### config.mk
export PLATFORM = sky130hd
export DESIGN_NAME = simon_autoplayer
export DESIGN_NICKNAME = d
export VERILOG_FILES = /design/src/rtl/simon_pkg.sv /design/src/rtl/simon_seq_mem.sv /design/src/rtl/simon_autoplayer.sv
export SDC_FILE = /design/constraint.sdc
export NUM_CORES = 1
export LEC_CHECK = 0
export CAP_MARGIN = 20
export CORE_ASPECT_RATIO = 1.5
export CORE_MARGIN = 1
export CORE_UTILIZATION = 55
export CTS_BUF_LIST = sky130_fd_sc_hd__clkbuf_8
export DETAILED_ROUTE_END_ITERATION = 7
export PLACE_DENSITY = 0.73
export RECOVER_POWER = 100
export SYNTH_ARGS = -nofsm -noshare
export SYNTH_HDL_FRONTEND = slang
export SYNTH_SLANG_ARGS = --single-unit
### constraint.sdc
create_clock -name clk -period 7.3 [get_ports clk]
set_input_delay 0.73 -clock clk [delete_from_list [all_inputs] [get_ports clk]]
set_output_delay 0.73 -clock clk [all_outputs]
set_load 0.01 [all_outputs]
### src/rtl/simon_pkg.sv
// Shared colour encodings, index helpers and FSM state type for the Simon autoplayer.
package simon_pkg;

    localparam logic [3:0] RED    = 4'b0001;
    localparam logic [3:0] GREEN  = 4'b0010;
    localparam logic [3:0] BLUE   = 4'b0100;
    localparam logic [3:0] YELLOW = 4'b1000;

    typedef enum logic [1:0] {
        ST_IDLE,
        ST_LISTEN,
        ST_PRESS,
        ST_GAP
    } state_e;

    function automatic logic [1:0] onehot2idx(input logic [3:0] c);
        logic [1:0] idx;
        case (c)
            GREEN:   idx = 2'd1;
            BLUE:    idx = 2'd2;
            YELLOW:  idx = 2'd3;
            default: idx = 2'd0;
        endcase
        return idx;
    endfunction

    function automatic logic [3:0] idx2onehot(input logic [1:0] idx);
        return RED << idx;
    endfunction

    function automatic logic is_onehot(input logic [3:0] c);
        return (c != 4'd0) && ((c & (c - 4'd1)) == 4'd0);
    endfunction

endpackage

### src/rtl/simon_seq_mem.sv
// Colour sequence store: DEPTH x 2-bit registers, synchronous write, combinational read.
module simon_seq_mem #(
    parameter int unsigned DEPTH = 32
) (
    input  logic                     clk,
    input  logic                     we_i,
    input  logic [$clog2(DEPTH)-1:0] waddr_i,
    input  logic [1:0]               wdata_i,
    input  logic [$clog2(DEPTH)-1:0] raddr_i,
    output logic [1:0]               rdata_o
);

    logic [1:0] mem_q [DEPTH];

    always_ff @(posedge clk) begin
        if (we_i) begin
            mem_q[waddr_i] <= wdata_i;
        end
    end

    assign rdata_o = mem_q[raddr_i];

endmodule

### src/rtl/simon_autoplayer.sv
// Simon self-player: records the core's colour display, then replays it as timed button presses.
module simon_autoplayer
    import simon_pkg::*;
#(
    parameter int unsigned DEPTH        = 32,
    parameter int unsigned IDLE_CYCLES  = 50,
    parameter int unsigned PRESS_CYCLES = 10,
    parameter int unsigned GAP_CYCLES   = 10
) (
    input  logic                       clk,
    input  logic                       reset,
    input  logic                       enable,
    input  logic [3:0]                 colour,
    output logic [3:0]                 button,
    output logic                       busy,
    output logic [$clog2(DEPTH+1)-1:0] seq_len,
    output logic                       overflow,
    output logic                       bad_colour,
    output logic                       done
);

    localparam int unsigned SLW   = $clog2(DEPTH + 1);
    localparam int unsigned AW    = $clog2(DEPTH);
    localparam int unsigned ICW   = (IDLE_CYCLES > 1) ? $clog2(IDLE_CYCLES) : 1;
    localparam int unsigned PCMAX = (PRESS_CYCLES > GAP_CYCLES) ? PRESS_CYCLES : GAP_CYCLES;
    localparam int unsigned PCW   = (PCMAX > 1) ? $clog2(PCMAX) : 1;

    state_e         state_q, state_d;
    logic [3:0]     colour_q, colour_d;
    logic [3:0]     button_q, button_d;
    logic [SLW-1:0] seq_len_q, seq_len_d;
    logic [AW-1:0]  rd_ptr_q, rd_ptr_d;
    logic [ICW-1:0] idle_cnt_q, idle_cnt_d;
    logic [PCW-1:0] cnt_q, cnt_d;
    logic           overflow_q, overflow_d;
    logic           bad_q, bad_d;
    logic           done_q, done_d;

    logic           we;
    logic [AW-1:0]  raddr;
    logic [1:0]     rdata;
    logic           event_seen;

    simon_seq_mem #(.DEPTH(DEPTH)) u_mem (
        .clk     (clk),
        .we_i    (we),
        .waddr_i (seq_len_q[AW-1:0]),
        .wdata_i (onehot2idx(colour)),
        .raddr_i (raddr),
        .rdata_o (rdata)
    );

    // GAP looks one entry ahead so the next press is loaded straight into the button flop.
    assign raddr      = (state_q == ST_GAP) ? rd_ptr_q + 1'b1 : rd_ptr_q;
    assign event_seen = (colour != 4'd0) && (colour != colour_q);

    always_comb begin
        state_d    = state_q;
        colour_d   = colour;
        button_d   = button_q;
        seq_len_d  = seq_len_q;
        rd_ptr_d   = rd_ptr_q;
        idle_cnt_d = '0;
        cnt_d      = cnt_q;
        overflow_d = overflow_q;
        bad_d      = bad_q;
        done_d     = 1'b0;
        we         = 1'b0;

        if (!enable) begin
            state_d  = ST_IDLE;
            button_d = '0;
            rd_ptr_d = '0;
            cnt_d    = '0;
        end else begin
            case (state_q)
                ST_IDLE: begin
                    state_d   = ST_LISTEN;
                    seq_len_d = '0;
                end
                ST_LISTEN: begin
                    if (colour == 4'd0) begin
                        idle_cnt_d = (idle_cnt_q == ICW'(IDLE_CYCLES - 1)) ? idle_cnt_q
                                                                             : idle_cnt_q + 1'b1;
                    end
                    if (event_seen) begin
                        if (!is_onehot(colour)) begin
                            bad_d = 1'b1;
                        end else if (seq_len_q == SLW'(DEPTH)) begin
                            overflow_d = 1'b1;
                        end else begin
                            we        = 1'b1;
                            seq_len_d = seq_len_q + 1'b1;
                        end
                    end
                    if ((colour == 4'd0) && (idle_cnt_q == ICW'(IDLE_CYCLES - 1)) &&
                        (seq_len_q != '0)) begin
                        state_d    = ST_PRESS;
                        idle_cnt_d = '0;
                        cnt_d      = '0;
                        rd_ptr_d   = '0;
                        button_d   = idx2onehot(rdata);
                    end
                end
                ST_PRESS: begin
                    if (cnt_q == PCW'(PRESS_CYCLES - 1)) begin
                        state_d  = ST_GAP;
                        button_d = '0;
                        cnt_d    = '0;
                    end else begin
                        cnt_d = cnt_q + 1'b1;
                    end
                end
                ST_GAP: begin
                    if (cnt_q == PCW'(GAP_CYCLES - 1)) begin
                        cnt_d = '0;
                        if (SLW'(rd_ptr_q) == seq_len_q - 1'b1) begin
                            state_d   = ST_LISTEN;
                            done_d    = 1'b1;
                            seq_len_d = '0;
                            rd_ptr_d  = '0;
                        end else begin
                            state_d  = ST_PRESS;
                            rd_ptr_d = rd_ptr_q + 1'b1;
                            button_d = idx2onehot(rdata);
                        end
                    end else begin
                        cnt_d = cnt_q + 1'b1;
                    end
                end
                default: state_d = ST_IDLE;
            endcase
        end
    end

    always_ff @(posedge clk) begin
        if (!reset) begin
            state_q    <= ST_IDLE;
            colour_q   <= '0;
            button_q   <= '0;
            seq_len_q  <= '0;
            rd_ptr_q   <= '0;
            idle_cnt_q <= '0;
            cnt_q      <= '0;
            overflow_q <= 1'b0;
            bad_q      <= 1'b0;
            done_q     <= 1'b0;
        end else begin
            state_q    <= state_d;
            colour_q   <= colour_d;
            button_q   <= button_d;
            seq_len_q  <= seq_len_d;
            rd_ptr_q   <= rd_ptr_d;
            idle_cnt_q <= idle_cnt_d;
            cnt_q      <= cnt_d;
            overflow_q <= overflow_d;
            bad_q      <= bad_d;
            done_q     <= done_d;
        end
    end

    assign button     = button_q;
    assign busy       = (state_q == ST_PRESS) || (state_q == ST_GAP);
    assign seq_len    = seq_len_q;
    assign overflow   = overflow_q;
    assign bad_colour = bad_q;
    assign done       = done_q;

endmodule

[Yosys cells after proc, flatten, opt, wreduce, memory -nomap -nowiden]
Memory sizes are Yosys's and may differ from the RTL's.
Index checks and enable logic that the tools add are counted.
Storage, ports and cells
  bits in writable memories: 64
  memories: 1
  flip-flop bits (word level): 34
  bits of input ports: 7
  output and inout port bits: 14
Memory list
  u_mem.mem_q: depth 32, bits a word 2, read ports 1, clocked after Yosys merged registers in 0, wr ports 1, RTL line simon_seq_mem.sv:13  | logic [1:0] mem_q [DEPTH];
Operators by class
  bitwise operators: 6
  eq/ne operators: 19
  shifts and indexed selects: 1
  $add $sub $neg: 6
  reduce and logical (&&, ||, !) cells: 25
  mux-type cells: 33
Operator list (number)
  6-bit 2-to-1 mux: 5
  4-bit 2-to-1 mux: 6
  5-bit 2-to-1 mux: 4
  6-bit one-hot mux with 3 select lines: 1
  2-bit inequality test (second input constant): 8
  6-bit by 1-bit adder with 6-bit output (second input constant): 2
  6-bit equality test (second input constant): 2
  4-bit one-hot mux with 3 select lines: 1
  5-bit one-hot mux with 2 select lines: 1
  5-bit AND reduction: 2
  4-bit equality test (second input constant): 2
  4-bit logical NOT: 2
  1-bit 2-to-1 mux: 8
  2-bit 2-to-1 mux: 4
  2-bit one-hot mux with 4 select lines: 1
  4-bit one-hot mux with 2 select lines: 1
  4-bit AND reduction: 2
  7-bit AND reduction: 1
  5-bit by 6-bit equality test with 1-bit output: 1
  2-bit one-hot mux with 3 select lines: 1
  3-bit AND reduction: 2
  3-bit nonzero test: 2
  6-bit nonzero test: 1
  6-bit by 1-bit subtractor with 6-bit output (second input constant): 1
  19 further kinds: 29

[Depth between registers and ports, before layout]
  depth after elaboration: 10
  depth in mapped cells: 10
  mapped depth without buffers: 9

[Hierarchy]
Synthesis repeated with hierarchy kept, for this count alone.
Second synthesis, totals
  cell total of the unflattened synthesis: 433
  area, all modules: 4783.3 sq um
By module, submodules not included
  simon_seq_mem: instances 1, area each 2743.9 sq um, cells an instance 182, sequential area each 1921.8 sq um
  simon_autoplayer: instances 1, area each 2039.5 sq um, cells an instance 251, sequential area each 680.7 sq um

[Least setup slack after synthesis]
No wires, ideal clock.
  path type: input to register
  from: input port colour[3]
  to: memory u_mem.mem_q[0][1], data pin
  library setup time: 445 ps
  arrival: 2359 ps
  cell stages on the path: 3
  setup slack: 4497 ps
  required time: 6855 ps
  cell sequence: clkbuf_1 -> xnor2_1 -> nor3_1
On the way
  cells in the longest elaborated chain, start to end: 2
Ends and longest elaborated chain
  start: declaration: RTL line simon_autoplayer.sv:13  | input logic [3:0] colour,
  4-bit equality test, or another cell as far along: RTL line simon_pkg.sv:18  | case (c)
  2-bit one-hot mux with 3 select lines *: RTL line simon_pkg.sv:18
  net u_mem.wdata_i[1]: RTL line simon_seq_mem.sv:8  | input logic [1:0] wdata_i,
  end: declaration: RTL line simon_seq_mem.sv:13
Mark *: on every way through the listed nets, which the timed path passes. The rest lies on a longest branch.

[Worst setup path after layout]
  from: register rd_ptr_q[0]
  to: register button_q[3] (netlist: button[3])
On the way
  cells in the longest elaborated chain, start to end: 7
Ends and longest elaborated chain
  start: declaration: RTL line simon_autoplayer.sv:32  | logic [AW-1:0] rd_ptr_q, rd_ptr_d;
  start signal: assignment: RTL line simon_autoplayer.sv:153  | rd_ptr_q <= rd_ptr_d;
  5-bit by 1-bit adder with 5-bit output: RTL line simon_autoplayer.sv:54  | assign raddr = (state_q == ST_GAP) ? rd_ptr_q + 1'b1 : rd_ptr_q;
  5-bit 2-to-1 mux: RTL line simon_autoplayer.sv:54
  memory 32 x 2 bit
  1-bit by 2-bit << shifter with 4-bit output: RTL line simon_pkg.sv:28  | return RED << idx;
  4-bit 2-to-1 mux: RTL line simon_autoplayer.sv:117  | if (SLW'(rd_ptr_q) == seq_len_q - 1'b1) begin
  4-bit 2-to-1 mux: RTL line simon_autoplayer.sv:115  | if (cnt_q == PCW'(GAP_CYCLES - 1)) begin
  4-bit one-hot mux with 3 select lines: RTL line simon_autoplayer.sv:76  | case (state_q)
  end signal: assignment: RTL line simon_autoplayer.sv:151  | button_q <= button_d;
  end: declaration: RTL line simon_autoplayer.sv:30  | logic [3:0] button_q, button_d;
Several ways; a longest one is shown, not always the timed one. The select of a mux whose other input is x is not followed.
A chain may end at the register's enable or synchronous reset.

==> metrics.cfg <==
[timing]
layout_setup_ws_ns=3.44
setup_viol_count_final=0
final.min_clock_period_ns=3.86
rsz0062_at_grt=no
tns_ns=0
fin_crit_sh_pct=52.8
clock_skew_ns=0.00686
hold_viol=0
tightest_slew_ns=1.33
slew_violations=0
fmax_mhz=259
slew_headroom_pct=11.1

[route]
drt_pass1_iterations=4
num_vias=3677
vias_per_cell=6.19
drc=0
drt_iter0_drc=243
wl_per_cell_um=19.2
finalWirelength_um=11400
ant_nets=0

[status]
outcome=complete, no violations

[finish]
syn_to_final_growth_pct=7.56
final_area_um2=5660
drive_gt1_share_pct=8.71
final_common_cell=edfxtp_1
nets=493
final_util_pct=61.2
most-common-layout-cells=64 x edfxtp_1, 58 x nor2_1, 39 x mux2i_1
antennaDiodeCount=0

[global_route]
grt_start_max_net_pins=33
grt_pass1_vias=3592
grt.total_usage_pct=25.2
antenna_found_initial=0
grt_overflow=0
grt_pass1_wl_um=18100

[synth]
yosysSeqAreaShare_pct=49.4
yosys_warnings=0
async_flop_share_pct=0
synth_ff_type=edfxtp_1
synth_nets=492
synth_edf_count=64
avgSynthCellArea_um2=11.1
synthDistinctLibCells=69
synth.cell_area_um2=5270
synth-seq-cells=98
synth_cells=476

[clock_network]
cts.clk_slew.worst_paths_ns=0.09
cts_resized=0
cts_inserted_buffers=9
cts_tree=yes
htree_levels=3
ctsHoldBuffers=0
cts_root_buf=clkbuf_8
clock_latency_ns=0.38
cts.sinks=98
clock_path_buffers=2
post-cts-setup-buffers=0

[critical_path]
rr_worst_depth=8
critical-path-top-delay-family=simple AND/OR/NAND/NOR gates
crit_fanout=22
r2r_start=rd_ptr_q[0]
reg2reg_slack_ns=3.44
cp.depth=8
worstReg2RegEnd=button[3]
cp-end-kind=flop
max_stage_delay_ns=0.83
cp.buffers_inverters=0
critPathArrivalTime_ns=4.13
path_cells=ha_1, and3_1, nor2_1, mux4_2, a22o_1, nor3_1, a211o_1, a2bb2o_1
crit_type=reg2reg
endpoint=button[3]
cp-start-kind=flop
required_ns=7.57
critical_path.slowest_cell=dfxtp_1
startpoint=rd_ptr_q[0]

[placement]
dpl-instance-area_um2=5490
hpwl_um=7950
port_buffers=20
dp_slack_ns=3.50
place_congestion=0.954

[die]
num_io_pins=21
die_h_um=122
num_rows=43
initial_utilization_pct=56.9
core_area_um2=9250
die-area_um2=9980
die_width_um=81.9

[worst_hold_path]
worstHoldPathType=reg2reg
hp-start=bad_colour

[power]
peakVddDrop_mv=0.143
finalPower_mw=0.994
p_leak_nw=1.85
powerDensity_nw_per_um2=176

[flow_run]
drv_cap=0

## worst register-to-register path, cell delays in order, from the launching register on
cell,delay [ns]
dfxtp_1,0.83
ha_1,0.74
and3_1,0.45
nor2_1,0.45
mux4_2,0.40
a22o_1,0.24
nor3_1,0.13
a211o_1,0.20
a2bb2o_1,0.30
## per-stage QoR
stage / std cells / hold slack (ns)
global route: 594 / 0.490
CTS: 594 / 0.474
global placement: 578 / 0.445
floorplan: 476 / 0.480
detailed placement: 578 / 0.452
finish: 594 / 0.463
## Yosys cell counts, types with 6 or more instances
library cell / instances / area share (%)
edfxtp_1: 64 / 37
clkbuf_1: 19 / 1.4
mux2i_1: 39 / 7.4
o21ai_0: 8 / 0.76
buf_2: 9 / 0.86
xnor2_1: 13 / 2.2
nor2b_1: 7 / 0.83
inv_1: 10 / 0.71
nand3_1: 20 / 1.9
nor2_1: 58 / 4.1
nor3_1: 8 / 0.76
or3_1: 7 / 0.83
dfxtp_1: 34 / 13
nand3b_1: 9 / 1.3
a21oi_1: 13 / 1.2
xor2_1: 9 / 1.5
nand2_1: 25 / 1.8
mux4_2: 10 / 4.3
ha_1: 9 / 2.1
o21ai_1: 7 / 0.67
and2_1: 9 / 1.1
and3_1: 6 / 0.71
a211oi_1: 6 / 0.86
## registers in the layout, summed over array words and instances, names as in the netlist
signal / count
overflow: 1
state_q: 2
rd_ptr_q: 5
done: 1
button: 4
colour_q: 4
u_mem.mem_q: 64
bad_colour: 1
seq_len: 6
cnt_q: 4
idle_cnt_q: 6
## layer usage
layer | global-route usage [%] | up-vias | share of wire [%]
met5 | 0 | - | 0
met4 | 11.5 | 0 | 2.6
met3 | 5.39 | 20 | 3.8
met2 | 42.1 | 88 | 52
met1 | 30.4 | 1804 | 42
li1 | - | 1765 | -
## logic make-up (layout without fill, tap and decap cells)
kind of cell             after synthesis  after routing  synth area share [%]
flip-flops                            98             98                  49.4
AND/OR/NAND/NOR                      176            176                  17.7
adder cells (fa/ha/maj)                9              9                  2.14
multiplexers                          53             53                  12.5
buffers and inverters                 44             50                  3.71
AO/OA/AOI/OAI                         74             74                  10.8
XOR/XNOR                              22             22                  3.66
## worst min path at each step
stage | endpoint | cells after the start
2_1_floorplan | idle_cnt_q[5] | 2
3_3_place_gp | button[3] | 1
3_5_place_dp | bad_colour | 1
4_1_cts | bad_colour | 1
5_1_grt | bad_colour | 1
6_report | bad_colour | 1
## power breakdown
| part | switching (mW) | internal [mW] |
|---|---|---|
| Combinational | 0.0200 | 0.0113 |
| Sequential | 0.00306 | 0.591 |
| Clock | 0.190 | 0.178 |
| Total | 0.213 | 0.781 |
## cell type report
cell class                 instances  area (µm²)
timing repair buffer              24         219
inverter                          10        37.5
sequential                        98        2600
multi-input combinational        334        2450
clock buffer                      11         151
tap                              112         140
fill                             782        3590
clock inverter                     5        60.1
Power figures use the tool's default switching activity.
